[src/rtl/clock_pkg.sv]
// Shared types, constants and field-increment helpers for the clock front panel.
package clock_pkg;

  typedef logic [16:0] counter_t;
  typedef logic        flag_t;

  localparam counter_t COUNTER_MAX = 17'd86399;
  localparam counter_t MIN_TICK    = 17'd60;
  localparam counter_t HOUR_TICK   = 17'd3600;
  localparam counter_t HOUR_WRAP   = COUNTER_MAX + 17'd1 - HOUR_TICK;  // 82800
  localparam counter_t MIN_WRAP    = HOUR_TICK - MIN_TICK;             // 3540
  localparam counter_t SEC_WRAP    = MIN_TICK - 17'd1;                 // 59

  localparam logic [2:0] FIELD_NONE    = 3'd0;
  localparam logic [2:0] FIELD_SET_HR  = 3'd1;
  localparam logic [2:0] FIELD_SET_MIN = 3'd2;
  localparam logic [2:0] FIELD_SET_SEC = 3'd3;
  localparam logic [2:0] FIELD_ALM_HR  = 3'd4;
  localparam logic [2:0] FIELD_ALM_MIN = 3'd5;

  typedef enum logic [2:0] {
    ST_IDLE    = 3'd0,
    ST_SET_HR  = 3'd1,
    ST_SET_MIN = 3'd2,
    ST_SET_SEC = 3'd3,
    ST_ALM_HR  = 3'd4,
    ST_ALM_MIN = 3'd5
  } state_t;

  function automatic counter_t inc_hour(input counter_t f);
    if (f >= HOUR_WRAP) inc_hour = f - HOUR_WRAP;
    else                inc_hour = f + HOUR_TICK;
  endfunction

  function automatic counter_t inc_min(input counter_t f);
    if ((f % HOUR_TICK) >= MIN_WRAP) inc_min = f - MIN_WRAP;
    else                             inc_min = f + MIN_TICK;
  endfunction

  function automatic counter_t inc_sec(input counter_t f);
    if ((f % MIN_TICK) == SEC_WRAP) inc_sec = f - SEC_WRAP;
    else                            inc_sec = f + 17'd1;
  endfunction

  function automatic logic [2:0] field_of(input state_t s);
    case (s)
      ST_SET_HR:  field_of = FIELD_SET_HR;
      ST_SET_MIN: field_of = FIELD_SET_MIN;
      ST_SET_SEC: field_of = FIELD_SET_SEC;
      ST_ALM_HR:  field_of = FIELD_ALM_HR;
      ST_ALM_MIN: field_of = FIELD_ALM_MIN;
      default:    field_of = FIELD_NONE;
    endcase
  endfunction

endpackage

[src/rtl/btn_cond.sv]
// Button conditioner: 2-flop synchronizer, rising-edge detect and optional
// hold-to-repeat pulse generator. pulse = press | repeat tick.
module btn_cond #(
  parameter bit          REPEAT_EN     = 1'b0,
  parameter int unsigned REPEAT_DELAY  = 32'd25000000,
  parameter int unsigned REPEAT_PERIOD = 32'd5000000
) (
  input  logic clock,
  input  logic reset_n,
  input  logic btn,
  input  logic clear,
  output logic pulse
);

  localparam int unsigned CNT_MAX = (REPEAT_DELAY > REPEAT_PERIOD) ? REPEAT_DELAY : REPEAT_PERIOD;
  localparam int unsigned CNT_W   = $clog2(CNT_MAX + 1);
  localparam logic [CNT_W-1:0] DELAY_C  = CNT_W'(REPEAT_DELAY);
  localparam logic [CNT_W-1:0] PERIOD_C = CNT_W'(REPEAT_PERIOD);

  logic [1:0]       sync_r;
  logic             prev_r;
  logic [CNT_W-1:0] cnt_r;
  logic             rep_r;
  logic             press_s;
  logic             fire_s;

  assign press_s = sync_r[1] & ~prev_r;
  assign pulse   = press_s | (REPEAT_EN & fire_s);

  // synchronizer and previous-value register
  always_ff @(posedge clock or negedge reset_n) begin
    if (!reset_n) begin
      sync_r <= 2'b00;
      prev_r <= 1'b0;
    end else begin
      sync_r <= {sync_r[0], btn};
      prev_r <= sync_r[1];
    end
  end

  // repeat tick: first after the hold delay, then once per period
  always_comb begin
    fire_s = 1'b0;
    if (sync_r[1] && !press_s) begin
      if (rep_r) fire_s = (cnt_r == PERIOD_C);
      else       fire_s = (cnt_r == DELAY_C);
    end else begin
      fire_s = 1'b0;
    end
  end

  // hold counter; the press cycle is count zero
  always_ff @(posedge clock or negedge reset_n) begin
    if (!reset_n) begin
      cnt_r <= {CNT_W{1'b0}};
      rep_r <= 1'b0;
    end else if (!sync_r[1] || clear || press_s) begin
      cnt_r <= {CNT_W{1'b0}};
      rep_r <= 1'b0;
    end else if (fire_s) begin
      cnt_r <= CNT_W'(1);
      rep_r <= 1'b1;
    end else begin
      cnt_r <= cnt_r + CNT_W'(1);
    end
  end

endmodule

[src/rtl/input_ctrl.sv]
// Front-panel edit sequencer for the time counter and alarm setpoint.
// Optional edit-state inactivity timeout: define INPUT_CTRL_TIMEOUT_EN.
module input_ctrl import clock_pkg::*; #(
  parameter int unsigned REPEAT_DELAY   = 32'd25000000,
  parameter int unsigned REPEAT_PERIOD  = 32'd5000000
`ifdef INPUT_CTRL_TIMEOUT_EN
  , parameter int unsigned TIMEOUT_CYCLES = 32'd500000000
`endif
) (
  input  logic     clock,
  input  logic     reset_n,
  input  logic     btn_mode,
  input  logic     btn_alarm,
  input  logic     btn_inc,
  input  logic     alarm_en,
  input  counter_t counter_state,
  output logic     set_flag,
  output counter_t set_time,
  output logic     alarm_flag,
  output counter_t alarm_time,
  output logic [2:0] edit_field
);

  state_t   state_r;
  state_t   state_nxt;
  counter_t set_time_nxt;
  counter_t alarm_time_nxt;
  logic [1:0] en_sync_r;
  flag_t    mode_p;
  flag_t    alarm_p;
  flag_t    inc_p;
  flag_t    chg_s;
  flag_t    timeout_s;

  assign chg_s = (state_nxt != state_r);

  btn_cond #(.REPEAT_EN(1'b0), .REPEAT_DELAY(REPEAT_DELAY), .REPEAT_PERIOD(REPEAT_PERIOD)) u_mode (
    .clock(clock), .reset_n(reset_n), .btn(btn_mode), .clear(chg_s), .pulse(mode_p)
  );

  btn_cond #(.REPEAT_EN(1'b0), .REPEAT_DELAY(REPEAT_DELAY), .REPEAT_PERIOD(REPEAT_PERIOD)) u_alarm (
    .clock(clock), .reset_n(reset_n), .btn(btn_alarm), .clear(chg_s), .pulse(alarm_p)
  );

  btn_cond #(.REPEAT_EN(1'b1), .REPEAT_DELAY(REPEAT_DELAY), .REPEAT_PERIOD(REPEAT_PERIOD)) u_inc (
    .clock(clock), .reset_n(reset_n), .btn(btn_inc), .clear(chg_s), .pulse(inc_p)
  );

`ifdef INPUT_CTRL_TIMEOUT_EN
  localparam int unsigned TO_W = $clog2(TIMEOUT_CYCLES + 1);
  localparam logic [TO_W-1:0] TO_LAST = TO_W'(TIMEOUT_CYCLES - 1);

  logic [TO_W-1:0] to_cnt_r;
  flag_t           activity_s;

  assign activity_s = mode_p | alarm_p | inc_p;
  assign timeout_s  = (state_r != ST_IDLE) && !activity_s && (to_cnt_r == TO_LAST);

  // idle-cycle counter, reloaded by any press or state change
  always_ff @(posedge clock or negedge reset_n) begin
    if (!reset_n) begin
      to_cnt_r <= {TO_W{1'b0}};
    end else if ((state_r == ST_IDLE) || activity_s || chg_s) begin
      to_cnt_r <= {TO_W{1'b0}};
    end else begin
      to_cnt_r <= to_cnt_r + TO_W'(1);
    end
  end
`else
  assign timeout_s = 1'b0;
`endif

  // next state and edited values; a mode press always beats an increment
  always_comb begin
    state_nxt      = state_r;
    set_time_nxt   = set_time;
    alarm_time_nxt = alarm_time;
    case (state_r)
      ST_IDLE: begin
        if (mode_p) begin
          state_nxt    = ST_SET_HR;
          set_time_nxt = counter_state;
        end else if (alarm_p) begin
          state_nxt      = ST_ALM_HR;
          alarm_time_nxt = alarm_time - (alarm_time % MIN_TICK);
        end else begin
          state_nxt = ST_IDLE;
        end
      end
      ST_SET_HR: begin
        if (mode_p)         state_nxt    = ST_SET_MIN;
        else if (inc_p)     set_time_nxt = inc_hour(set_time);
        else if (timeout_s) state_nxt    = ST_IDLE;
        else                state_nxt    = ST_SET_HR;
      end
      ST_SET_MIN: begin
        if (mode_p)         state_nxt    = ST_SET_SEC;
        else if (inc_p)     set_time_nxt = inc_min(set_time);
        else if (timeout_s) state_nxt    = ST_IDLE;
        else                state_nxt    = ST_SET_MIN;
      end
      ST_SET_SEC: begin
        if (mode_p)         state_nxt    = ST_IDLE;
        else if (inc_p)     set_time_nxt = inc_sec(set_time);
        else if (timeout_s) state_nxt    = ST_IDLE;
        else                state_nxt    = ST_SET_SEC;
      end
      ST_ALM_HR: begin
        if (mode_p)         state_nxt      = ST_ALM_MIN;
        else if (inc_p)     alarm_time_nxt = inc_hour(alarm_time);
        else if (timeout_s) state_nxt      = ST_IDLE;
        else                state_nxt      = ST_ALM_HR;
      end
      ST_ALM_MIN: begin
        if (mode_p)         state_nxt      = ST_IDLE;
        else if (inc_p)     alarm_time_nxt = inc_min(alarm_time);
        else if (timeout_s) state_nxt      = ST_IDLE;
        else                state_nxt      = ST_ALM_MIN;
      end
      default: begin
        state_nxt = ST_IDLE;
      end
    endcase
  end

  // alarm enable synchronizer
  always_ff @(posedge clock or negedge reset_n) begin
    if (!reset_n) begin
      en_sync_r <= 2'b00;
    end else begin
      en_sync_r <= {en_sync_r[0], alarm_en};
    end
  end

  // state and registered outputs, all decoded from the next state
  always_ff @(posedge clock or negedge reset_n) begin
    if (!reset_n) begin
      state_r    <= ST_IDLE;
      set_flag   <= 1'b0;
      set_time   <= 17'd0;
      alarm_flag <= 1'b0;
      alarm_time <= 17'd0;
      edit_field <= FIELD_NONE;
    end else begin
      state_r    <= state_nxt;
      set_flag   <= (state_nxt == ST_SET_HR) || (state_nxt == ST_SET_MIN) || (state_nxt == ST_SET_SEC);
      set_time   <= set_time_nxt;
      alarm_flag <= en_sync_r[1] && (state_nxt != ST_ALM_HR) && (state_nxt != ST_ALM_MIN);
      alarm_time <= alarm_time_nxt;
      edit_field <= field_of(state_nxt);
    end
  end

endmodule

[config.mk]
export PLATFORM = sky130hd
export DESIGN_NAME = input_ctrl
export DESIGN_NICKNAME = d
export VERILOG_FILES = /design/src/rtl/clock_pkg.sv /design/src/rtl/btn_cond.sv /design/src/rtl/input_ctrl.sv
export SDC_FILE = /design/constraint.sdc
export NUM_CORES = 1
export LEC_CHECK = 0
export ABC_AREA = 1
export ABC_CLOCK_PERIOD_IN_PS = 9600
export CAP_MARGIN = 20
export CORE_AREA = 2 2 217 219
export CTS_BUF_LIST = sky130_fd_sc_hd__clkbuf_16
export DETAILED_ROUTE_END_ITERATION = 8
export DIE_AREA = 0 0 219 221
export GPL_ROUTABILITY_DRIVEN = 0
export HOLD_SLACK_MARGIN = 0.08
export PLACE_DENSITY = 0.43
export RECOVER_POWER = 50
export SLEW_MARGIN = 15
export SYNTH_ARGS = -nofsm -noshare
export SYNTH_HDL_FRONTEND = slang
export SYNTH_SLANG_ARGS = --single-unit
[constraint.sdc]
create_clock -name clock -period 9.6 [get_ports clock]
set_input_delay 1.92 -clock clock [delete_from_list [all_inputs] [get_ports clock]]
set_output_delay 1.92 -clock clock [all_outputs]
set_load 0.01 [all_outputs]
==> results of run 1 <==
==> cell type report <==
cell class / instances / share of cell area
Timing Repair Buffer: 136 / 0.0829
Sequential cell: 77 / 0.137
Clock buffer: 9 / 0.0159
Multi-Input combinational cell: 1507 / 0.625
Inverter: 301 / 0.0807
Clock inverter: 6 / 0.00505
Tap cell: 607 / 0.0538
==> cells in the mapped netlist, types with 26 or more instances <==
cell     number  area, µm²
a21oi_1      98        490
dfrtp_1      77       1930
nor2_2       26        163
xor2_1       51        447
nor2_1      227        852
nand3_1     131        656
nand2_1     454       1700
ha_1         52        651
o21ai_0     131        656
inv_1       260        976
nor3_1       34        170
nand4_1      29        181
o21ai_1      32        160
nand2_2      56        350
inv_2        28        105
==> per-layer routing <==
| metal | vias up | wire (µm) | GRT usage | part of all wire |
|---|---|---|---|---|
| li1 | 6454 | - | - | - |
| met1 | 5663 | 18600 | 0.214 | 0.50 |
| met2 | 173 | 16700 | 0.243 | 0.45 |
| met3 | 37 | 1130 | 0.0194 | 0.031 |
| met4 | 0 | 543 | 0.0290 | 0.015 |
| met5 | - | 0 | 0 | 0 |
==> registers in the layout, indices dropped and copies added, names as in the netlist, 2 cells and up <==
name            flops
state_r             3
en_sync_r           2
alarm_time         15
u_mode.sync_r       2
u_inc.sync_r        2
edit_field          3
u_inc.cnt_r        25
u_alarm.sync_r      2
set_time           17
==> stage by stage <==
step	setup TNS [ps]	area, µm²	util
detailed placement	-50.5	12900	0.280
global placement	-40.4	12900	0.280
floorplan	0	11400	-
global route	-1220	14100	0.307
finish	0	14100	0.307
CTS	0	13200	0.286
==> cells by family (layout without fill, tap and decap cells) <==
group | count (synthesis) | count (layout) | synth area share
xor+xnor | 64 | 64 | 0.0532
other cells | 1 | 2 | 0.000329
compound gates | 352 | 352 | 0.182
mux | 1 | 1 | 0.000879
simple gates | 1036 | 1036 | 0.424
buf+inv | 331 | 452 | 0.113
fa+ha+maj | 52 | 52 | 0.0572
flops | 77 | 77 | 0.169
==> repair_timing <==
action / in CTS / in global routing
pin swaps: 0 / 78
gates resized for setup: 3 / 173
buffers inserted: 0 / 38
setup endpoints to repair: 1 / 9
==> path summary, 6_finish.rpt <==
check,start,to,slack [ps],cells after the start
hold / removal,u_inc.sync_r[0],u_inc.sync_r[1],350,0
setup / recovery,alarm_time[14],alarm_time[16],140,83
setup reg to reg,alarm_time[14],alarm_time[16],140,83
min in group asynchronous,reset_n,u_inc.cnt_r[1],2270,1
hold reg to reg,u_inc.sync_r[0],u_inc.sync_r[1],350,0
max in group asynchronous,reset_n,alarm_time[14],4020,2
==> critical path, delay by kind of cell, from the launching register on <==
kind | cells | cell delay (ps)
simple gates | 52 | 5490
flops | 1 | 430
xor+xnor | 1 | 180
fa+ha+maj | 1 | 350
compound gates | 16 | 2120
buf+inv | 13 | 800
==> results by group, run 1 <==
Outcome
  • Status: finished with violations
  • Failing checks: capacitance limit, slew limit

Clocking
  • Cts bufs inserted: 9
  • Hold_buf cts: 0
  • CTS tree: built
  • Bufs on Longest Clock Path: 2
  • Reg clk slew, reported paths: 60 ps
  • H-tree depth: 3
  • Root Buffer: clkbuf_16
  • Clk_lat worst skew: 350 ps
  • Clk sink count: between 70 and 80

Cells and area
  • Fillers: about 5200
  • Synth-to-layout area growth: 24.1%
  • Nets: 2107
  • Share of cells above drive strength 1: 0.196
  • Commonest non-fill, non-tap cell in the layout: nand2_1
  • Multi-input gate area: 8830 µm²
  • Diodes inserted: 0
  • Register area: 1930 µm²
  • Final Non-Filler Cells: between 2000 and 3000
  • Most frequent cells in the layout: nand2_1, inv_1, nor2_1

Route
  • DRT iter0 DRCs: 659
  • DRC Markers: 0
  • Antenna-violating nets left: 0
  • Via Count: 12300
  • WL/cell: 14.0 µm
  • Vias/cell: 4.66
  • DRT Pass-1 Iters: 5
  • Routed Wire Length: around 37000 µm

Timing
  • Slew Limit Fails: 80
  • Worst Tran Pin Value: 2370 ps
  • Skew final: approximately 7.9 ps
  • RSZ-0062 raised after global routing: yes
  • Final setup fails: 0
  • Slew Limit Headroom: -0.581
  • Period minus WS final: 9460 ps
  • Final Hold Slack: between 300 and 400 ps
  • Max Fclk: 106 MHz
  • Final Hold Vio Count: 0
  • Fin crit share: 0.985
  • Setup ws final: roughly 140 ps

Worst setup path
  • Required time of the worst setup path: 9880 ps
  • Slowest CP cell: dfrtp_2
  • Worst setup EP type: flip-flop
  • Startpoint Class: flip-flop
  • CP peak stage delay: 430 ps
  • Critical Path AT: about 10000 ps
  • Most common cell on crit path: nand2_4
  • Max Fanout on Critical Path: 7
  • Crit Path Class: reg -> reg

Global route
  • Grt ovf: 0
  • Initial antenna violation count: 0
  • First-pass GRT wire length: 60000 µm
  • Total GRT Usage: 0.150
  • Largest net degree at the start of global routing: 44
  • Vias in the first global route: 11700

Die
  • Chip width: ~220 µm
  • Height of the die: between 200 and 250 µm
  • Top Ports: 62
  • Initial Util: 0.247
  • Site row count: between 70 and 80
  • Core area: approximately 46000 µm²
  • Die ar.: 48400 µm²

Synthesis
  • Post-Syn Instances: 1914
  • Post-synth top flop: dfrtp_1
  • Ys async rst share: 1.00
  • Post-synthesis sequential area ratio: 0.169
  • Post-synthesis cell type count: 65
  • Post-synth EDFFs: 0
  • Mapped Area: 11400 µm²
  • Synth warn: 0
  • Mean Syn Cell Area: 5.95 µm²
  • Yosys reg bits: 77

Place
  • Input/output buffers: 59
  • Inst Count DP: 2590
  • Worst slack, placed: -50.5 ps
  • Detailed placer's ending HPWL: 29200 µm

Worst hold path
  • HP Class: reg -> reg

Run
  • Max_cap viols: 2
Power of run 1 is left out: the tool's default activity adds up to more than one toggle a clock period on the data nets, which glitch-free logic cannot reach.
==> inputs of run 2 (changes only) <==
--- a/config.mk
+++ b/config.mk
@@ -7,5 +7,5 @@
 export LEC_CHECK = 0
 export ABC_AREA = 1
-export ABC_CLOCK_PERIOD_IN_PS = 9600
+export ABC_CLOCK_PERIOD_IN_PS = 8700
 export CAP_MARGIN = 20
 export CORE_AREA = 2 2 217 219
@@ -15,5 +15,5 @@
 export GPL_ROUTABILITY_DRIVEN = 0
 export HOLD_SLACK_MARGIN = 0.08
-export PLACE_DENSITY = 0.43
+export PLACE_DENSITY = 0.44
 export RECOVER_POWER = 50
 export SLEW_MARGIN = 15
==> constraint.sdc (replaced) <==
create_clock -name clock -period 8.7 [get_ports clock]
set_input_delay 2.175 -clock clock [delete_from_list [all_inputs] [get_ports clock]]
set_output_delay 2.175 -clock clock [all_outputs]
set_load 0.01 [all_outputs]
==> run 2 against run 1 <==
Compared with the run above: the flow finishes with violations (capacitance limit, slew limit, setup timing); core utilization up 5.2 points; sequential share of layout area fell by 2.0 points; clock skew rose by 2.0 ps; non-clock buffer count up 222; count of clock-buffer cells in the layout stayed put; design area is 17% higher; via count is 7.3% higher; register-to-register slack lost 420 ps; die area unchanged; global-route usage rose by 0.71 points; critical endpoint unchanged.
==> results by group, run 2 (synthesis gave the netlist of run 1 again) <==
Outcome
  • Status: finished with violations
  • Failing checks: capacitance limit, slew limit, setup timing

Route
  • DRT iter0 DRCs: 607 (-7.9%)
  • Antenna-violating nets left: 0 (unchanged)
  • WL/cell: 13.8 µm (-1.6%)
  • Routed Wire Length: 39400 µm (+6.6%)
  • DRC Markers: 0 (unchanged)
  • DRT Pass-1 Iters: 5 (unchanged)
  • Vias/cell: 4.62 (-0.99%)
  • Via Count: 13200 (+7.3%)

Cells and area
  • Commonest non-fill, non-tap cell in the layout: nand2_1
  • Diodes inserted: 0 (unchanged)
  • Post-route cell area: 16500 µm² (+17%)
  • Most frequent cells in the layout: nand2_1, buf_4, inv_1
  • Synth-to-layout area growth: 45.2%
  • Final Non-Filler Cells: 2865 (+8.4%)
  • Nets: 2329 (+11%)
  • Top reg by flops: u_inc.cnt_r
  • Max reg flops: 25 (unchanged)
  • Share of cells above drive strength 1: 0.333 (+0.138)
  • Largest registers: u_inc.cnt_r (25), set_time (17), alarm_time (15)

Global route
  • Total GRT Usage: 0.157 (+0.00710)
  • Vias in the first global route: 12600 (+7.9%)
  • First-pass GRT wire length: 63200 µm (+5.3%)
  • Grt ovf: 0 (unchanged)
  • Largest net degree at the start of global routing: 51 (+16%)
  • Initial antenna violation count: 0 (unchanged)

Clocking
  • H-tree depth: 3 (unchanged)
  • Reg clk slew, reported paths: 60 ps (about the same)
  • Cts bufs inserted: 9 (unchanged)
  • Bufs on Longest Clock Path: 2 (unchanged)
  • Root Buffer: clkbuf_16
  • Hold_buf cts: 0 (unchanged)
  • Clk sink count: 77 (unchanged)
  • CTS tree: built
  • Clk_lat worst skew: 350 ps (about the same)

Worst setup path
  • Startpoint Class: flip-flop
  • Required time of the worst setup path: 8970 ps (-910 ps)
  • Max Fanout on Critical Path: 6 (-1)
  • CP peak stage delay: 440 ps (about the same)
  • Slowest CP cell: dfrtp_2
  • Most common cell on crit path: nand2_2
  • Critical Path AT: 9250 ps (-490 ps)
  • Worst setup EP type: flip-flop
  • Crit Path Class: reg -> reg

Worst hold path
  • HP Class: reg -> reg

Timing
  • Setup ws final: -281 ps (-421 ps)
  • Period minus WS final: 8980 ps (-479 ps)
  • Slew Limit Headroom: -0.934 (-0.353)
  • Fin crit share: 1.03 (+0.0469)
  • Final Hold Slack: 349 ps (-0.0200 ps)
  • Final setup fails: 1 (+1)
  • Max Fclk: 111 MHz (+5.3%)
  • Worst Tran Pin Value: 2900 ps (+530 ps)
  • Setup TNS Final: -281 ps (-281 ps)
  • RSZ-0062 raised after global routing: yes
  • Slew Limit Fails: 80 (unchanged)
  • Final Hold Vio Count: 0 (unchanged)
  • Skew final: 9.83 ps (+1.97 ps)

Die
  • Height of the die: 221 µm (unchanged)
  • Die ar.: 48400 µm² (unchanged)
  • Chip width: 219 µm (unchanged)
  • Core area: 46100 µm² (unchanged)
  • Site row count: 79 (unchanged)
  • Top Ports: 62 (unchanged)
  • Initial Util: 0.247 (unchanged)

Place
  • Detailed placer's ending HPWL: 30000 µm (+2.8%)
  • Inst Count DP: 2758 (+6.5%)
  • Input/output buffers: 59 (unchanged)
  • Placed Area: 14100 µm² (+9.8%)

Run
  • Max_cap viols: 2 (unchanged)
==> run 2: changes by cell type in the layout (fill, tap and decap cells not counted), sizes merged <==
cell / delta
buf: +222
clkinv: -2
inv: +2
==> run 2: timing repair <==
action,CTS,global route
endpoints found under the setup margin,6,18
gates resized for setup,77,316
pin swaps,40,161
hold endpoints to repair,0,0
buffers inserted,64,56
==> run 2: worst paths after layout <==
check	from	cells after the start	end	slack, ps
worst max register to register	alarm_time[16]	86	alarm_time[16]	-280
worst max-delay path	alarm_time[16]	86	alarm_time[16]	-280
min in group asynchronous	reset_n	1	u_inc.cnt_r[10]	2310
worst min-delay path	en_sync_r[0]	0	en_sync_r[1]	350
max in group asynchronous	reset_n	2	alarm_time[16]	2690
worst min register to register	en_sync_r[0]	0	en_sync_r[1]	350
==> run 2: cell type report <==
class	count	area, µm²
flip-flops and latches	77	1930
clock buffers	9	225
repair buffers	358	2870
inverters	301	1140
well taps	607	759
multi-input cells	1507	9540
clock inverters	6	57.6
fillers	5065	29500
==> run 2: metal layers <==
metal  GRT usage  wire [µm]  vias to the layer above
met4      0.0316        500                        0
met5           0          0                        -
met1       0.223      19300                     6115
li1            -          -                     6921
met3      0.0147       1120                       31
met2       0.259      18500                      163
==> run 2: metrics by stage <==
stage	setup WS [ps]	util
2_1_floorplan	64.8	-
3_3_place_gp	-495	0.307
3_5_place_dp	-571	0.307
4_1_cts	-263	0.330
5_1_grt	-1110	0.359
6_report	-281	0.359
==> run 2: worst max-delay path: cells and delay by family, from the launching register on <==
kind,cells,cell delay [ps]
AO/OA/AOI/OAI,14,1830
flip-flops,1,440
adder cells (fa/ha/maj),2,410
buffers and inverters,16,1080
XOR/XNOR,2,300
AND/OR/NAND/NOR,52,4790
Power of run 2 is left out for the same reason.
